--- src/rtl/reg_bank_pkg.sv ---
// Shared types and default parameter values for the multi-read-port register bank.
package reg_bank_pkg;

  localparam int DEF_DATA_W   = 16;
  localparam int DEF_ADDR_W   = 3;
  localparam int DEF_N_READ   = 2;
  localparam int DEF_ZERO_REG = 1;
  localparam int DEF_BYPASS   = 1;

  typedef enum logic [1:0] {
    CLR_IDLE  = 2'd0,
    CLR_CLEAR = 2'd1,
    CLR_DONE  = 2'd2
  } clr_state_t;

endpackage

--- src/rtl/reg_bank_clear_fsm.sv ---
// Sequential bank-clear engine: walks every index once, one entry per cycle,
// then pulses done.
//
// state     | meaning
// ----------+---------------------------------------------------------
// CLR_IDLE  | waiting for clr_req_i
// CLR_CLEAR | busy; zeroing entry clr_idx_o this cycle, then advancing
// CLR_DONE  | one-cycle completion pulse, back to idle
module reg_bank_clear_fsm
  import reg_bank_pkg::*;
#(
  parameter int ADDR_W = DEF_ADDR_W
) (
  input  logic              clk,
  input  logic              rst,
  input  logic              clr_req_i,
  output logic              clr_busy_o,
  output logic              clr_done_o,
  output logic [ADDR_W-1:0] clr_idx_o,
  output logic              clr_we_o
);

  localparam logic [ADDR_W-1:0] LAST_IDX = {ADDR_W{1'b1}};

  clr_state_t        state_q, state_d;
  logic [ADDR_W-1:0] idx_q, idx_d;

  always_ff @(posedge clk or posedge rst) begin
    if (rst) begin
      state_q <= CLR_IDLE;
      idx_q   <= '0;
    end else begin
      state_q <= state_d;
      idx_q   <= idx_d;
    end
  end

  always_comb begin
    state_d    = state_q;
    idx_d      = idx_q;
    clr_busy_o = 1'b0;
    clr_done_o = 1'b0;
    clr_we_o   = 1'b0;
    case (state_q)
      CLR_IDLE: begin
        if (clr_req_i) begin
          state_d = CLR_CLEAR;
          idx_d   = '0;
        end
      end
      CLR_CLEAR: begin
        clr_busy_o = 1'b1;
        clr_we_o   = 1'b1;
        idx_d      = idx_q + {{(ADDR_W-1){1'b0}}, 1'b1};
        if (idx_q == LAST_IDX) state_d = CLR_DONE;
      end
      CLR_DONE: begin
        clr_done_o = 1'b1;
        state_d    = CLR_IDLE;
      end
      default: state_d = CLR_IDLE;
    endcase
  end

  assign clr_idx_o = idx_q;

endmodule

--- src/rtl/reg_bank_mp.sv ---
// Multi-read-port register bank with pending bits, optional hardwired-zero
// entry 0, write-to-read bypass and a sequential clear engine.
module reg_bank_mp
  import reg_bank_pkg::*;
#(
  parameter int DATA_W   = DEF_DATA_W,
  parameter int ADDR_W   = DEF_ADDR_W,
  parameter int N_READ   = DEF_N_READ,
  parameter int ZERO_REG = DEF_ZERO_REG,
  parameter int BYPASS   = DEF_BYPASS
) (
  input  logic                     clk,
  input  logic                     rst,
  input  logic                     wr_en_i,
  input  logic [ADDR_W-1:0]        wr_sel_i,
  input  logic [DATA_W-1:0]        wr_data_i,
  input  logic                     rsv_en_i,
  input  logic [ADDR_W-1:0]        rsv_sel_i,
  input  logic [N_READ*ADDR_W-1:0] rd_sel_i,
  output logic [N_READ*DATA_W-1:0] rd_data_o,
  output logic [N_READ-1:0]        rd_pend_o,
  input  logic                     clr_req_i,
  output logic                     clr_busy_o,
  output logic                     clr_done_o,
  output logic                     wr_drop_o
);

  localparam int DEPTH = 2 ** ADDR_W;

  logic [DATA_W-1:0] mem_q [DEPTH];
  logic [DATA_W-1:0] mem_d [DEPTH];
  logic [DEPTH-1:0]  pend_q, pend_d;
  logic              wr_drop_q, wr_drop_d;

  logic              clr_busy;
  logic              clr_we;
  logic [ADDR_W-1:0] clr_idx;
  logic              wr_ok, rsv_ok;
  logic              wr_zero, rsv_zero;

  reg_bank_clear_fsm #(.ADDR_W(ADDR_W)) u_clear_fsm (
    .clk        (clk),
    .rst        (rst),
    .clr_req_i  (clr_req_i),
    .clr_busy_o (clr_busy),
    .clr_done_o (clr_done_o),
    .clr_idx_o  (clr_idx),
    .clr_we_o   (clr_we)
  );

  assign wr_zero  = (ZERO_REG != 0) && (wr_sel_i == '0);
  assign rsv_zero = (ZERO_REG != 0) && (rsv_sel_i == '0);
  assign wr_ok    = wr_en_i && !clr_busy && !wr_zero;
  assign rsv_ok   = rsv_en_i && !clr_busy && !rsv_zero;

  // Reserve is applied after the write so it wins on a same-index collision.
  always_comb begin
    mem_d  = mem_q;
    pend_d = pend_q;
    if (clr_we) begin
      mem_d[clr_idx]  = '0;
      pend_d[clr_idx] = 1'b0;
    end else begin
      if (wr_ok) begin
        mem_d[wr_sel_i]  = wr_data_i;
        pend_d[wr_sel_i] = 1'b0;
      end
      if (rsv_ok) pend_d[rsv_sel_i] = 1'b1;
    end
  end

  assign wr_drop_d = clr_busy && (wr_en_i || rsv_en_i);

  always_ff @(posedge clk or posedge rst) begin
    if (rst) begin
      for (int i = 0; i < DEPTH; i++) mem_q[i] <= '0;
      pend_q    <= '0;
      wr_drop_q <= 1'b0;
    end else begin
      mem_q     <= mem_d;
      pend_q    <= pend_d;
      wr_drop_q <= wr_drop_d;
    end
  end

  for (genvar k = 0; k < N_READ; k++) begin : g_rd
    logic [ADDR_W-1:0] sel;
    logic              hit;
    logic              is_zero;

    assign sel     = rd_sel_i[k*ADDR_W +: ADDR_W];
    assign is_zero = (ZERO_REG != 0) && (sel == '0);
    assign hit     = (BYPASS != 0) && wr_ok && (wr_sel_i == sel);

    assign rd_data_o[k*DATA_W +: DATA_W] = hit     ? wr_data_i :
                                           is_zero ? '0        : mem_q[sel];
    assign rd_pend_o[k] = hit ? 1'b0 : (is_zero ? 1'b0 : pend_q[sel]);
  end

  assign clr_busy_o = clr_busy;
  assign wr_drop_o  = wr_drop_q;

endmodule

--- config.mk ---
export PLATFORM = sky130hd
export DESIGN_NAME = reg_bank_mp
export DESIGN_NICKNAME = d
export VERILOG_FILES = /design/src/rtl/reg_bank_pkg.sv /design/src/rtl/reg_bank_clear_fsm.sv /design/src/rtl/reg_bank_mp.sv
export SDC_FILE = /design/constraint.sdc
export NUM_CORES = 1
export LEC_CHECK = 0
export CORE_UTILIZATION = 25
export DETAILED_ROUTE_END_ITERATION = 8
export SLEW_MARGIN = 20
export SYNTH_ARGS = -nofsm -noshare
export SYNTH_HDL_FRONTEND = slang
export SYNTH_SLANG_ARGS = --single-unit
--- constraint.sdc ---
create_clock -name clk -period 11 [get_ports clk]
set_clock_uncertainty 0.1 [all_clocks]
set_input_delay 1.65 -clock clk [delete_from_list [all_inputs] [get_ports clk]]
set_output_delay 1.65 -clock clk [all_outputs]
set_load 0.02 [all_outputs]
==> results.txt <==
F_max: 0.1531 GHz
Post-CTS Hold Fix Bufs: 0
Worst IR Drop VDD: 74.80 uV
Row count: 63
Yosys warning count: 0
Routed len/inst: 22.91 um
Seq cells post-synth: 141
CTS sink cnt: 141
Ant diodes: 0
Post-cts sizing count: 0
Ys async rst share: 100.0%
Number of synthesized flops with an enable pin: 0
First-pass GRT wire length: 36600 um
Nets: 674
Setup Slack @ Placement: 4.333 ns
DIE AREA: 31440 um^2
DRC viols: 0
Core box area: 29950 um^2
DP HPWL: 14160 um
TritonCTS buffer count: 17
Worst hold path type: flip-flop to flip-flop
Switching power: 738.3 uW
Initial antenna violation count: 1
CP Capture Type: output port
Reg power frac: 38.8%
CP startpoint kind: primary input
Later-pin clock latency in the skew report: 0.43 ns
Synth unique cells: 49
Data required, critical path: 9.25 ns
GRT Total Usage: 15.88%
Antenna Nets Post-Route: 0
Period utilization: 59.37%
Largest net degree at the start of global routing: 74
Clock buffer depth: 2
Least-Margin Pin Slew: 1.025 ns
Share of post-route cells with drive strength above 1: 24.39%
Switching part of the total: 34.21%
GP Congestion: 0.7682
Area grow syn2layout: 21.35%
Seq/Total Area, Yosys: 45.92%
CTS tree: done
Postcts setup bufs: 0
Syn nets: 627
Final Hold Vio Count: 0
Vias per std cell: 5.414
Synth Cell Area: 7684 um^2
Worst setup path class: primary input to output port
Final Cell Area: 9324 um^2
Pleak: 3.897 nW
H-Tree Depth: 4
Min Tclk post-route: 6.531 ns
Gr ovfl total: 0
Initial core utilization: 25.65%
Synth Area per Inst: 12.98 um^2
Port bufs: 69
Die Y: 177.3 um
DP Area: 8740 um^2
Pwr Total: 2.158 mW
Slew headroom: 31.69%
PD cells: 231.5 nW/um^2
CTS root buf: clkbuf_16
Final Setup Violations: 0
Primary FF master, synth: dfrtp_1
Post-synthesis instance total: 592
Vias in the first global route: 5734
Crit path max fanout: 17
Fin util: 31.13%
RSZ-0062 raised after global routing: no
Max-cap viol count: 0
Clock power share: 26.8%
WP data arrival: 4.78 ns
Combinational power share: 34.5%
Vias: 5641
Setup ws final: 4.469 ns
Int Pwr: 1.420 mW
Status: finished, final reports clean
Die X: 177.3 um
Sum Neg Setup Slack: 0 ns
Ports: 70
Initial DRC count: 569
Post-Route WL: 23870 um
DR pass1 iterations: 5
Worst-path clk slew: 0.06 ns
Slew Viols, Final: 0
-- layer usage --
layer  global-route usage [%]  part of all wire, %  vias to the layer above
li1                         -                    -                     2422
met1                    21.45                   44                     2931
met2                    25.21                   47                      250
met3                    3.428                  6.7                       36
met4                    5.128                  1.8                        2
met5                        0                0.046                        -
-- synthesized netlist by cell type, drive strengths merged, types with 2 or more instances --
master	n	area [um^2]
a211o	2	17.52
a21o	2	15.01
a21oi	5	51.30
a22o	115	1007
a22oi	17	127.6
a31oi	4	43.80
a32o	3	30.03
and2	17	106.4
buf	46	232.7
clkbuf	18	67.56
dfrtp	141	3528
ha	2	25.02
inv	5	18.76
mux2	33	405.4
mux2i	19	190.2
mux4	50	1126
nand2	28	105.1
nand2b	3	18.77
nand3	5	25.02
nor2	9	33.78
nor2b	6	37.54
nor3	6	55.05
nor3b	2	15.01
o21ai	18	90.09
o2bb2ai	18	157.7
or3b	2	17.52
xnor2	5	43.79
-- area by class of cell --
cell class / instances / area, um^2
Clock buffer: 18 / 439.2
Clock inverter: 14 / 145.1
Fill cell: 2992 / 20630
Inverter: 5 / 23.77
Multi-Input combinational cell: 382 / 3859
Sequential cell: 141 / 3528
Tap cell: 390 / 488.0
Timing Repair Buffer: 92 / 840.8
-- registers in the layout (all words and copies together) (netlist names) --
signal and cells:
mem_q 128, pend_q 7, u_clear_fsm.clr_idx_o 3, u_clear_fsm.state_q 2
wr_drop_o 1
-- placed cells by master (no fill, tap or decap), types with 5 or more instances in the layout --
cell type / n
o21ai_0: 18
a22o_1: 115
nor2b_1: 6
buf_4: 22
mux4_2: 50
nor3_2: 5
xnor2_1: 5
clkdlybuf4s50_1: 65
dfrtp_1: 141
a22oi_1: 17
nor2_1: 9
and2_1: 17
mux2_4: 9
nand2_1: 28
nand3_1: 5
clkbuf_16: 17
mux2i_1: 19
o2bb2ai_1: 18
mux2_2: 24
buf_2: 5
-- worst max-delay path: stages --
cell and delay, ns:
clkdlybuf4s50_1 0.72, or3b_1 0.38, a211o_1 0.33, a21oi_4 0.73
mux2_2 0.42, clkdlybuf4s50_1 0.54
-- kinds of logic (layout without fill, tap and decap cells) --
logic type | count (synthesis) | in the layout | share of synthesized area [%]
XOR/XNOR | 5 | 5 | 0.5699
AO/OA/AOI/OAI | 190 | 190 | 20.68
AND/OR/NAND/NOR | 83 | 83 | 5.944
flip-flops | 141 | 141 | 45.92
adder cells (fa/ha/maj) | 2 | 2 | 0.3256
buffers and inverters | 69 | 129 | 4.152
multiplexers | 102 | 102 | 22.41
-- worst paths after layout --
path / start / end / slack (ns) / cells after the start
setup / recovery: wr_sel_i[1] / rd_data_o[0] / 4.47 / 6
hold / removal: mem_q[119] / mem_q[119] / 0.38 / 1
setup reg to reg: u_clear_fsm.state_q[1] / mem_q[15] / 8.31 / 7
hold reg to reg: mem_q[119] / mem_q[119] / 0.38 / 1
max in group asynchronous: rst / mem_q[0] / 7.78 / 3
min in group asynchronous: rst / mem_q[122] / 1.61 / 2
-- stage by stage --
stage               hold WS (ns)  std cells
floorplan                 0.3477        592
global placement          0.3635       1009
detailed placement        0.3668       1010
CTS                       0.3855       1042
global route              0.3917       1042
finish                    0.3792       1042
-- power groups by stage --
| stage | Clock [mW] | Sequential (mW) | Combinational [mW] |
|---|---|---|---|
| floorplan | 0 | 0.789 | 0.525 |
| global placement | 0 | 0.836 | 0.736 |
| detailed placement | 0 | 0.838 | 0.745 |
| CTS | 0.584 | 0.832 | 0.750 |
| global route | 0.606 | 0.858 | 0.802 |
| finish | 0.578 | 0.837 | 0.744 |
Note: power is estimated with default switching activity, not from simulation.
